**config.mk**
```make
export PLATFORM = sky130hd
export DESIGN_NAME = spi_peripheral
export DESIGN_NICKNAME = d
export VERILOG_FILES = /design/src/rtl/spi_pkg.sv /design/src/rtl/spi_sync.sv /design/src/rtl/spi_peripheral.sv
export SDC_FILE = /design/constraint.sdc
export NUM_CORES = 1
export LEC_CHECK = 0
export BUFFER_PORTS_ARGS = -buffer_cell sky130_fd_sc_hd__buf_2
export CORE_UTILIZATION = 25
export CTS_CLUSTER_SIZE = 8
export DETAILED_ROUTE_END_ITERATION = 8
export SLEW_MARGIN = 40
export SYNTH_ARGS = -nofsm -noshare
export SYNTH_HDL_FRONTEND = slang
export SYNTH_SLANG_ARGS = --single-unit
```
**constraint.sdc**
```tcl
create_clock -name clk -period 3.8 [get_ports clk]
set_input_delay 0.19 -clock clk [delete_from_list [all_inputs] [get_ports clk]]
set_output_delay 0.19 -clock clk [all_outputs]
set_load 0.03 [all_outputs]
```
**src/rtl/spi_pkg.sv**
```systemverilog
// Shared constants and state encoding for the SPI register peripheral.
// Defining SPI_SYNC3_EN switches the input synchronizers from two to three flops.
package spi_pkg;

`ifdef SPI_SYNC3_EN
    localparam int SYNC_STAGES = 3;
`else
    localparam int SYNC_STAGES = 2;
`endif

    localparam int FRAME_BITS = 16;

    localparam logic [6:0] ADDR_EN_OUT_LO = 7'h00;
    localparam logic [6:0] ADDR_EN_OUT_HI = 7'h01;
    localparam logic [6:0] ADDR_EN_PWM_LO = 7'h02;
    localparam logic [6:0] ADDR_EN_PWM_HI = 7'h03;
    localparam logic [6:0] ADDR_DUTY      = 7'h04;

    typedef logic [1:0] spi_state_t;
    localparam spi_state_t ST_IDLE   = 2'd0;
    localparam spi_state_t ST_SHIFT  = 2'd1;
    localparam spi_state_t ST_COMMIT = 2'd2;

endpackage

```
**src/rtl/spi_sync.sv**
```systemverilog
// Single-bit multi-flop synchronizer followed by an edge-detect flop.
// Emits the synchronized level plus one-cycle rise/fall pulses.
module spi_sync #(
    parameter int   STAGES  = 2,
    parameter logic RST_VAL = 1'b0
) (
    input  logic clk,
    input  logic rst_n,
    input  logic d,
    output logic q,
    output logic rise,
    output logic fall
);

    logic [STAGES-1:0] chain;
    logic              prev;

    always_ff @(posedge clk or negedge rst_n) begin
        if (!rst_n) begin
            chain <= {STAGES{RST_VAL}};
            prev  <= RST_VAL;
        end else begin
            chain <= {chain[STAGES-2:0], d};
            prev  <= chain[STAGES-1];
        end
    end

    assign q    = chain[STAGES-1];
    assign rise = q & ~prev;
    assign fall = ~q & prev;

endmodule

```
**src/rtl/spi_peripheral.sv**
```systemverilog
// SPI mode-0 write-only register file: 16-bit frames {wr, addr[6:0], data[7:0]}.
// Build option: SPI_SYNC3_EN selects three-flop input synchronizers.
module spi_peripheral
    import spi_pkg::*;
#(
    parameter logic [6:0] MAX_ADDR = 7'h04
) (
    input  logic       clk,
    input  logic       rst_n,
    input  logic       ncs,
    input  logic       copi,
    input  logic       sclk,
    output logic [7:0] en_reg_out_7_0,
    output logic [7:0] en_reg_out_15_8,
    output logic [7:0] en_reg_pwm_7_0,
    output logic [7:0] en_reg_pwm_15_8,
    output logic [7:0] pwm_duty_cycle,
    output logic       wr_strobe
);

    logic ncs_lvl, ncs_rise, ncs_fall;
    logic sclk_lvl, sclk_rise, sclk_fall;
    logic copi_lvl, copi_rise, copi_fall;

    spi_sync #(.STAGES(SYNC_STAGES), .RST_VAL(1'b1)) u_sync_ncs (
        .clk(clk), .rst_n(rst_n), .d(ncs), .q(ncs_lvl), .rise(ncs_rise), .fall(ncs_fall)
    );
    spi_sync #(.STAGES(SYNC_STAGES), .RST_VAL(1'b0)) u_sync_sclk (
        .clk(clk), .rst_n(rst_n), .d(sclk), .q(sclk_lvl), .rise(sclk_rise), .fall(sclk_fall)
    );
    spi_sync #(.STAGES(SYNC_STAGES), .RST_VAL(1'b0)) u_sync_copi (
        .clk(clk), .rst_n(rst_n), .d(copi), .q(copi_lvl), .rise(copi_rise), .fall(copi_fall)
    );

    logic unused_edges;
    assign unused_edges = ^{sclk_lvl, sclk_fall, copi_rise, copi_fall};

    spi_state_t            state;
    logic [FRAME_BITS-1:0] shreg;
    logic [4:0]            bit_cnt;
    logic                  ovf;
    logic                  start_pend;
    logic                  armed;
    logic [SYNC_STAGES:0]  prime_pipe;
    logic                  start_req;
    logic                  frame_ok;

    // The ncs chain resets high, so a pin already low at reset release would look
    // like a falling edge. Only arm once the chain holds real samples showing ncs high.
    always_ff @(posedge clk or negedge rst_n) begin
        if (!rst_n) begin
            prime_pipe <= '0;
            armed      <= 1'b0;
        end else begin
            prime_pipe <= {prime_pipe[SYNC_STAGES-1:0], 1'b1};
            armed      <= armed | (prime_pipe[SYNC_STAGES] & ncs_lvl);
        end
    end

    assign start_req = armed & (ncs_fall | start_pend);
    assign frame_ok  = (bit_cnt == 5'(FRAME_BITS)) && !ovf && shreg[15] &&
                       (shreg[14:8] <= MAX_ADDR);

    always_ff @(posedge clk or negedge rst_n) begin
        if (!rst_n) begin
            state           <= ST_IDLE;
            shreg           <= '0;
            bit_cnt         <= '0;
            ovf             <= 1'b0;
            start_pend      <= 1'b0;
            wr_strobe       <= 1'b0;
            en_reg_out_7_0  <= 8'h00;
            en_reg_out_15_8 <= 8'h00;
            en_reg_pwm_7_0  <= 8'h00;
            en_reg_pwm_15_8 <= 8'h00;
            pwm_duty_cycle  <= 8'h00;
        end else begin
            wr_strobe <= 1'b0;
            case (state)
                ST_IDLE: begin
                    if (start_req) begin
                        state      <= ST_SHIFT;
                        shreg      <= '0;
                        bit_cnt    <= '0;
                        ovf        <= 1'b0;
                        start_pend <= 1'b0;
                    end
                end
                ST_SHIFT: begin
                    // ncs rise wins; an sclk edge in the same cycle is dropped
                    if (ncs_rise) begin
                        state <= ST_COMMIT;
                    end else if (sclk_rise) begin
                        if (bit_cnt == 5'(FRAME_BITS)) begin
                            ovf <= 1'b1;
                        end else begin
                            shreg   <= {shreg[FRAME_BITS-2:0], copi_lvl};
                            bit_cnt <= bit_cnt + 5'd1;
                        end
                    end
                end
                ST_COMMIT: begin
                    state <= ST_IDLE;
                    if (ncs_fall && armed) start_pend <= 1'b1;
                    if (frame_ok) begin
                        wr_strobe <= 1'b1;
                        case (shreg[14:8])
                            ADDR_EN_OUT_LO: en_reg_out_7_0  <= shreg[7:0];
                            ADDR_EN_OUT_HI: en_reg_out_15_8 <= shreg[7:0];
                            ADDR_EN_PWM_LO: en_reg_pwm_7_0  <= shreg[7:0];
                            ADDR_EN_PWM_HI: en_reg_pwm_15_8 <= shreg[7:0];
                            ADDR_DUTY:      pwm_duty_cycle  <= shreg[7:0];
                            default: ;
                        endcase
                    end
                end
                default: state <= ST_IDLE;
            endcase
        end
    end

endmodule

```
* Word-level counts from Yosys, hierarchy flattened *
Cells that the tools add are included.
W data, S select, Z words.

operators by class
  shift operators = 0
  equal/unequal tests = 14
  bitwise gates (word level) = 10
  multiply operators = 0
  multiplexer cells = 22
  divide/modulo/power cells = 0
  $add $sub $neg = 1
  reductions and logical operators = 18
  order comparisons = 1

operators with widths
  kind                   count
  $mux W16               4
  $pmux W16 S2           1
  $mux W5                4
  $reduce_and A3 Y1      6
  $eq A7 B2 Y1 const B   2
  $ne A2 B2 Y1 const B   7
  $pmux W5 S2            1
  $reduce_and A5 Y1      2
  $eq A7 B1 Y1 const B   1
  $eq A7 B3 Y1 const B   1
  $le A7 B3 Y1 const B   1
  $logic_not A7 Y1       1
  $mux W1                7
  $add A5 B1 Y5 const B  1
  $and A1 B1 Y1          5
  $eq A5 B5 Y1 const B   1
  $logic_and A1 B1 Y1    4
  $mux W2                2
  $pmux W1 S2            2
  $pmux W2 S2            1
  $reduce_bool A2 Y1     2
  $not A1 Y1             3
  $eq A2 B1 Y1 const B   1
  $eq A2 B2 Y1 const B   1
  other kinds (4)        5

storage, ports and cells
  output and inout bits = 41
  bits in read-only memories = 0
  memories kept = 0
  bits in latches = 0
  bits in writable memories = 0
  flip-flop bits (word level) = 78
  word-level logic and storage cells = 84

* Longest topological paths before layout *
  depth after elaboration = 6
  mapped depth = 9

* Modules after synthesis *
Synthesis repeated with hierarchy kept, for this count alone.

second synthesis, totals
  cell total of the unflattened synthesis = 237
  area, all modules = 3184.3 um2

modules (own cells, without submodules)
  module                      cells each  area an instance (um2)  times used
  spi_peripheral              222         2910.3                  1
  spi_sync (u_sync_copi ...)  5           90.1                    2
  spi_sync (u_sync_ncs)       5           93.8                    1

* Least setup slack after synthesis *
No wires, ideal clock.

  path kind = register -> register
  start point = reg bit_cnt[0]
  end point = reg shreg[5]
  setup time = 0.083 ns
  buffers on the path = 3
  arrival = 1.611 ns
  path slack = 2.106 ns
  stages on the path, launching flop included = 10
  cells stage by stage = dfrtp_1 -> inv_1 -> ha_1 -> nor4bb_1 -> buf_4 -> nand4b_1 -> buf_2 -> buf_2 -> nand3_1 -> o21ai_0

on the way
  word-level cells in the longest chain between the ends = 3

ends and longest elaborated chain
  element                             RTL line              source
  from (decl)                         spi_peripheral.sv:40  logic [4:0] bit_cnt;
  from (signal assigned)              spi_peripheral.sv:98  bit_cnt <= bit_cnt + 5'd1;
  $eq A5 B5 Y1                        spi_peripheral.sv:94  if (bit_cnt == 5'(FRAME_BITS)) begin
  $ne A2 B2 Y1 (no source line)       --
  $reduce_and A5 Y1 (no source line)  --
  to (signal assigned)                spi_peripheral.sv:97  shreg <= {shreg[FRAME_BITS-2:0], copi_lvl};
  to (decl)                           spi_peripheral.sv:39  logic [FRAME_BITS-1:0] shreg;

Every way passes these cells.
A chain may end at the register's enable or synchronous reset.

* Worst setup path after layout *
  start point = reg shreg[11]
  end point = reg en_reg_pwm_7_0[7]

on the way
  word-level cells in the longest chain between the ends = 3

ends and longest elaborated chain
  element                               RTL line               source
  $le A7 B3 Y1                          spi_peripheral.sv:62   (shreg[14:8] <= MAX_ADDR);
  $logic_and A1 B1 Y1                   spi_peripheral.sv:61   assign frame_ok = (bit_cnt == 5'(FRAME_BITS)) && !ovf && shreg[15] &&
  $reduce_and A3 Y1 (no source line) *  --
  to (signal assigned)                  spi_peripheral.sv:110  ADDR_EN_PWM_LO: en_reg_pwm_7_0 <= shreg[7:0];
  to (decl)                             spi_peripheral.sv:15   output logic [7:0] en_reg_pwm_7_0,

Every way passes the cells marked *; elsewhere a longest branch is shown, timed or not.

==> impl_results.md <==
- Multi-input gate area: around 1100 sq um
- Sw power: 481.7 uW
- Share of layout cells above drive strength 1: 0.3938
- Sequential Power Share: 0.444
- Largest family of logic cells by synthesized area: multiplexers
- Worst R2R Path Depth: 3
- RR Startpoint: shreg[11]
- I/O Pins: 46
- Crit path launch type: flop
- Post-synthesis simple-gate area fraction: 0.1380
- Clock transition at the registers of the reported paths: 60 ps
- Largest net degree at the start of global routing: 79
- Avg Cell Area, Syn: 13.23 sq um
- Cell taking the most area after synthesis: dfrtp_1
- CP Launch Point: shreg[11]
- DP Worst Slack: 1794 ps
- Synth Area in Compound Gates: 0.05035
- Antenna cell count: 0
- Worst hold path class: reg2reg
- Status: completed
- Net Sw Frac: 0.2430
- CP endpoint: en_reg_pwm_7_0[7]
- Die Y: 113.0 um
- Max VDD drop: between 200 and 250 uV
- Post-detailed-route wirelength per cell: 14.42 um
- Worst R2R Setup Slack: roughly 1800 ps
- CTS tree: built
- Worst path arrival time: ~2200 ps
- Number of CTS-inserted buffers: 9
- Logic pwr share: 0.088
- Ys async rst share: 1.000
- CTS HTree Levels: 3
- Register area share after synthesis: 0.6346
- Initial Util: 0.2566
- # resized after CTS: 0
- Hpwl dp: a little under 4000 um
- Synth cell types: 32
- WS Path Type: reg2reg
- Internal power: around 1.5 mW
- Number of global-route vias before repair: 1892
- Final core utilization: 0.3202
- Placer's final routability congestion estimate: around 0.70
- Worst hold path cell count: 0
- Worst path required time: about 4000 ps
- RSZ-0062 raised after global routing: no
- GR peak layer: met1
- Area grow syn2layout: 24.81%
- Initial antenna violation count: 0
- Via Count: roughly 2.0k
- FF+latch area: slightly below 2000 sq um
- Hold WS: 347.1 ps
- Time the worst path needs with I/O delays and setup: about 2000 ps
- Drt pass-1 iters: 4
- Die area: between 10000 and 15000 sq um
- Final Max Tran Viols: 0
- FP Rows: 40
- GRT met3 Usage: 0.03053
- Worst slew pin tran: 698.1 ps
- Yosys top cell area share: 0.6090
- Number of DRC markers in iteration 0: 143
- Post-route setup slack: between 1500 and 2000 ps
- Clk_lat worst skew: approximately 340 ps
- Worst Path Max Fanout: 8
- Die width: 113.0 um
- Final setup viols: 0
- Worst Setup End Kind: flop
- Final wirelength: 6331 um
- Clk buf depth: 2
- Met1 usage: 0.1555
- Grt met2 use: 0.1427
- Fin Clk Skew: around 6.6 ps
- Synth Flop Type: dfrtp_1
- Setup TNS: 0 ps
- Pleak: roughly 1.9 nW
- Clk pwr share: 0.467
- Netlist Area Pre-Place: around 3100 sq um
- RR Endpoint: en_reg_pwm_7_0[7]
- Core area: approximately 12000 sq um
- Mux cell area share after synthesis: 0.1462
- Post-layout net count: around 290
- Worst-path cell chain: nor4_4 > nand4_2 > mux2_2
- Maxcap violations: 0
- First-pass GRT wire length: a little over 10000 um
- Power per Cell Area: slightly above 500 nW/um^2
- Final hold vios: 0
- Final ANT Viol Nets: 0
- Yosys Warn Count: 0
- Synthesized-area fraction occupied by adder cells: 0.008120
- Synth top area cells: dfrtp_1 (61%), mux2_2 (15%), nand3_1 (3.9%)
- Fill cell count: ~1.2k
- Most frequent cell after synthesis: dfrtp_1
- Period utilisation layout: 0.5268
- Post-Syn Instances: ~230
- Post-Synth XOR/XNOR Area: 0
- Slowest CP cell: nor4_4
- Worst slew margin: 0.5346
- Synthesized net count: 240
- Synth Register Bits: approximately 80
- Max incr delay on CP: 510 ps
- Achievable Freq: approximately 500 MHz
- IO Port Bufs: 45
- Global route total overflow: 0
- Post-synth EDFFs: 0
- Via density: roughly 4.5
- Root buffer cell: clkbuf_16
- Post-synth top cells: dfrtp_1 (75), mux2_2 (40), nand3_1 (24), nand2_1 (20), o21ai_0 (19)
- All-Layer GR Usage: 0.1059
- Drc violations: 0
- Sink Count: around 80
critical path: cells and delay by family, from the launching register on:
| family | cells | cell delay (ps) |
|---|---|---|
| AND/OR/NAND/NOR | 2 | 990 |
| flip-flops | 1 | 480 |
| multiplexers | 1 | 420 |
routing by layer:
metal  routed length (um)  vias to the layer above
met2                 2735                       41
li1                     -                      942
met5                    0                        -
met3                  228                       11
met1                 3256                     1000
met4                  110                        0
how the worst min path moves through the flow:
| stage | from | to | slack (ps) |
|---|---|---|---|
| 4_1_cts | u_sync_copi.chain[0] | u_sync_copi.chain[1] | 350 |
| 3_3_place_gp | copi | u_sync_copi.chain[0] | 300 |
| 6_report | u_sync_copi.chain[0] | u_sync_copi.chain[1] | 350 |
| 2_1_floorplan | rst_n | armed | -110 |
| 5_1_grt | u_sync_copi.chain[0] | u_sync_copi.chain[1] | 350 |
| 3_5_place_dp | rst_n | en_reg_pwm_7_0[6] | 270 |
registers in the layout, summed over array words and instances, names as in the netlist, 2 cells and up:
name / cells
en_reg_out_7_0: 8
en_reg_pwm_15_8: 8
bit_cnt: 5
en_reg_out_15_8: 8
u_sync_copi.chain: 2
shreg: 16
en_reg_pwm_7_0: 8
pwm_duty_cycle: 8
state: 2
u_sync_ncs.chain: 2
u_sync_sclk.chain: 2
prime_pipe: 3
power by group through the flow:
stage	combinational, mW	clock, mW	sequential, mW
after global routing	0.199	0.979	0.886
after CTS	0.179	0.951	0.880
final	0.175	0.926	0.881
after detailed placement	0.171	0	0.895
after floorplan	0.107	0	0.889
after global placement	0.165	0	0.894
area by class of cell:
| class | instances | area share |
|---|---|---|
| tap | 147 | 0.04782 |
| clock inverter | 5 | 0.02115 |
| clock buffer | 11 | 0.06311 |
| multi-input combinational | 141 | 0.2762 |
| timing repair buffer | 54 | 0.08035 |
| sequential | 78 | 0.5085 |
| inverter | 3 | 0.002928 |
through the flow:
step	instance area [sq um]	power, mW	cells
2_1_floorplan	3082	0.9959	233
6_report	3846	1.982	439
5_1_grt	3846	2.064	439
3_5_place_dp	3480	1.066	419
4_1_cts	3844	2.009	439
3_3_place_gp	3476	1.060	419
cells by family (layout without fill, tap and decap cells):
logic type	count (synthesis)	count (layout)
AO/OA/AOI/OAI	27	27
adder cells (fa/ha/maj)	2	2
buffers and inverters	14	73
flip-flops	78	78
multiplexers	40	40
other	1	1
AND/OR/NAND/NOR	71	71
cell usage in the layout, fill, tap and decap left out, drive strengths merged, types with 4 or more instances in the layout:
| cell | instances |
|---|---|
| dfrtp | 75 |
| buf | 50 |
| mux2 | 40 |
| nand3 | 24 |
| nand2 | 20 |
| o21ai | 20 |
| clkbuf | 11 |
| nand4 | 5 |
| dlygate4sd3 | 4 |
| inv | 4 |
what timing repair did:
action                                 4_1_cts  5_1_grt
hold buffers                                 4        0
endpoints found under the hold margin       78        0
buffers inserted                             0        0
Power figures use the tool's default switching activity.
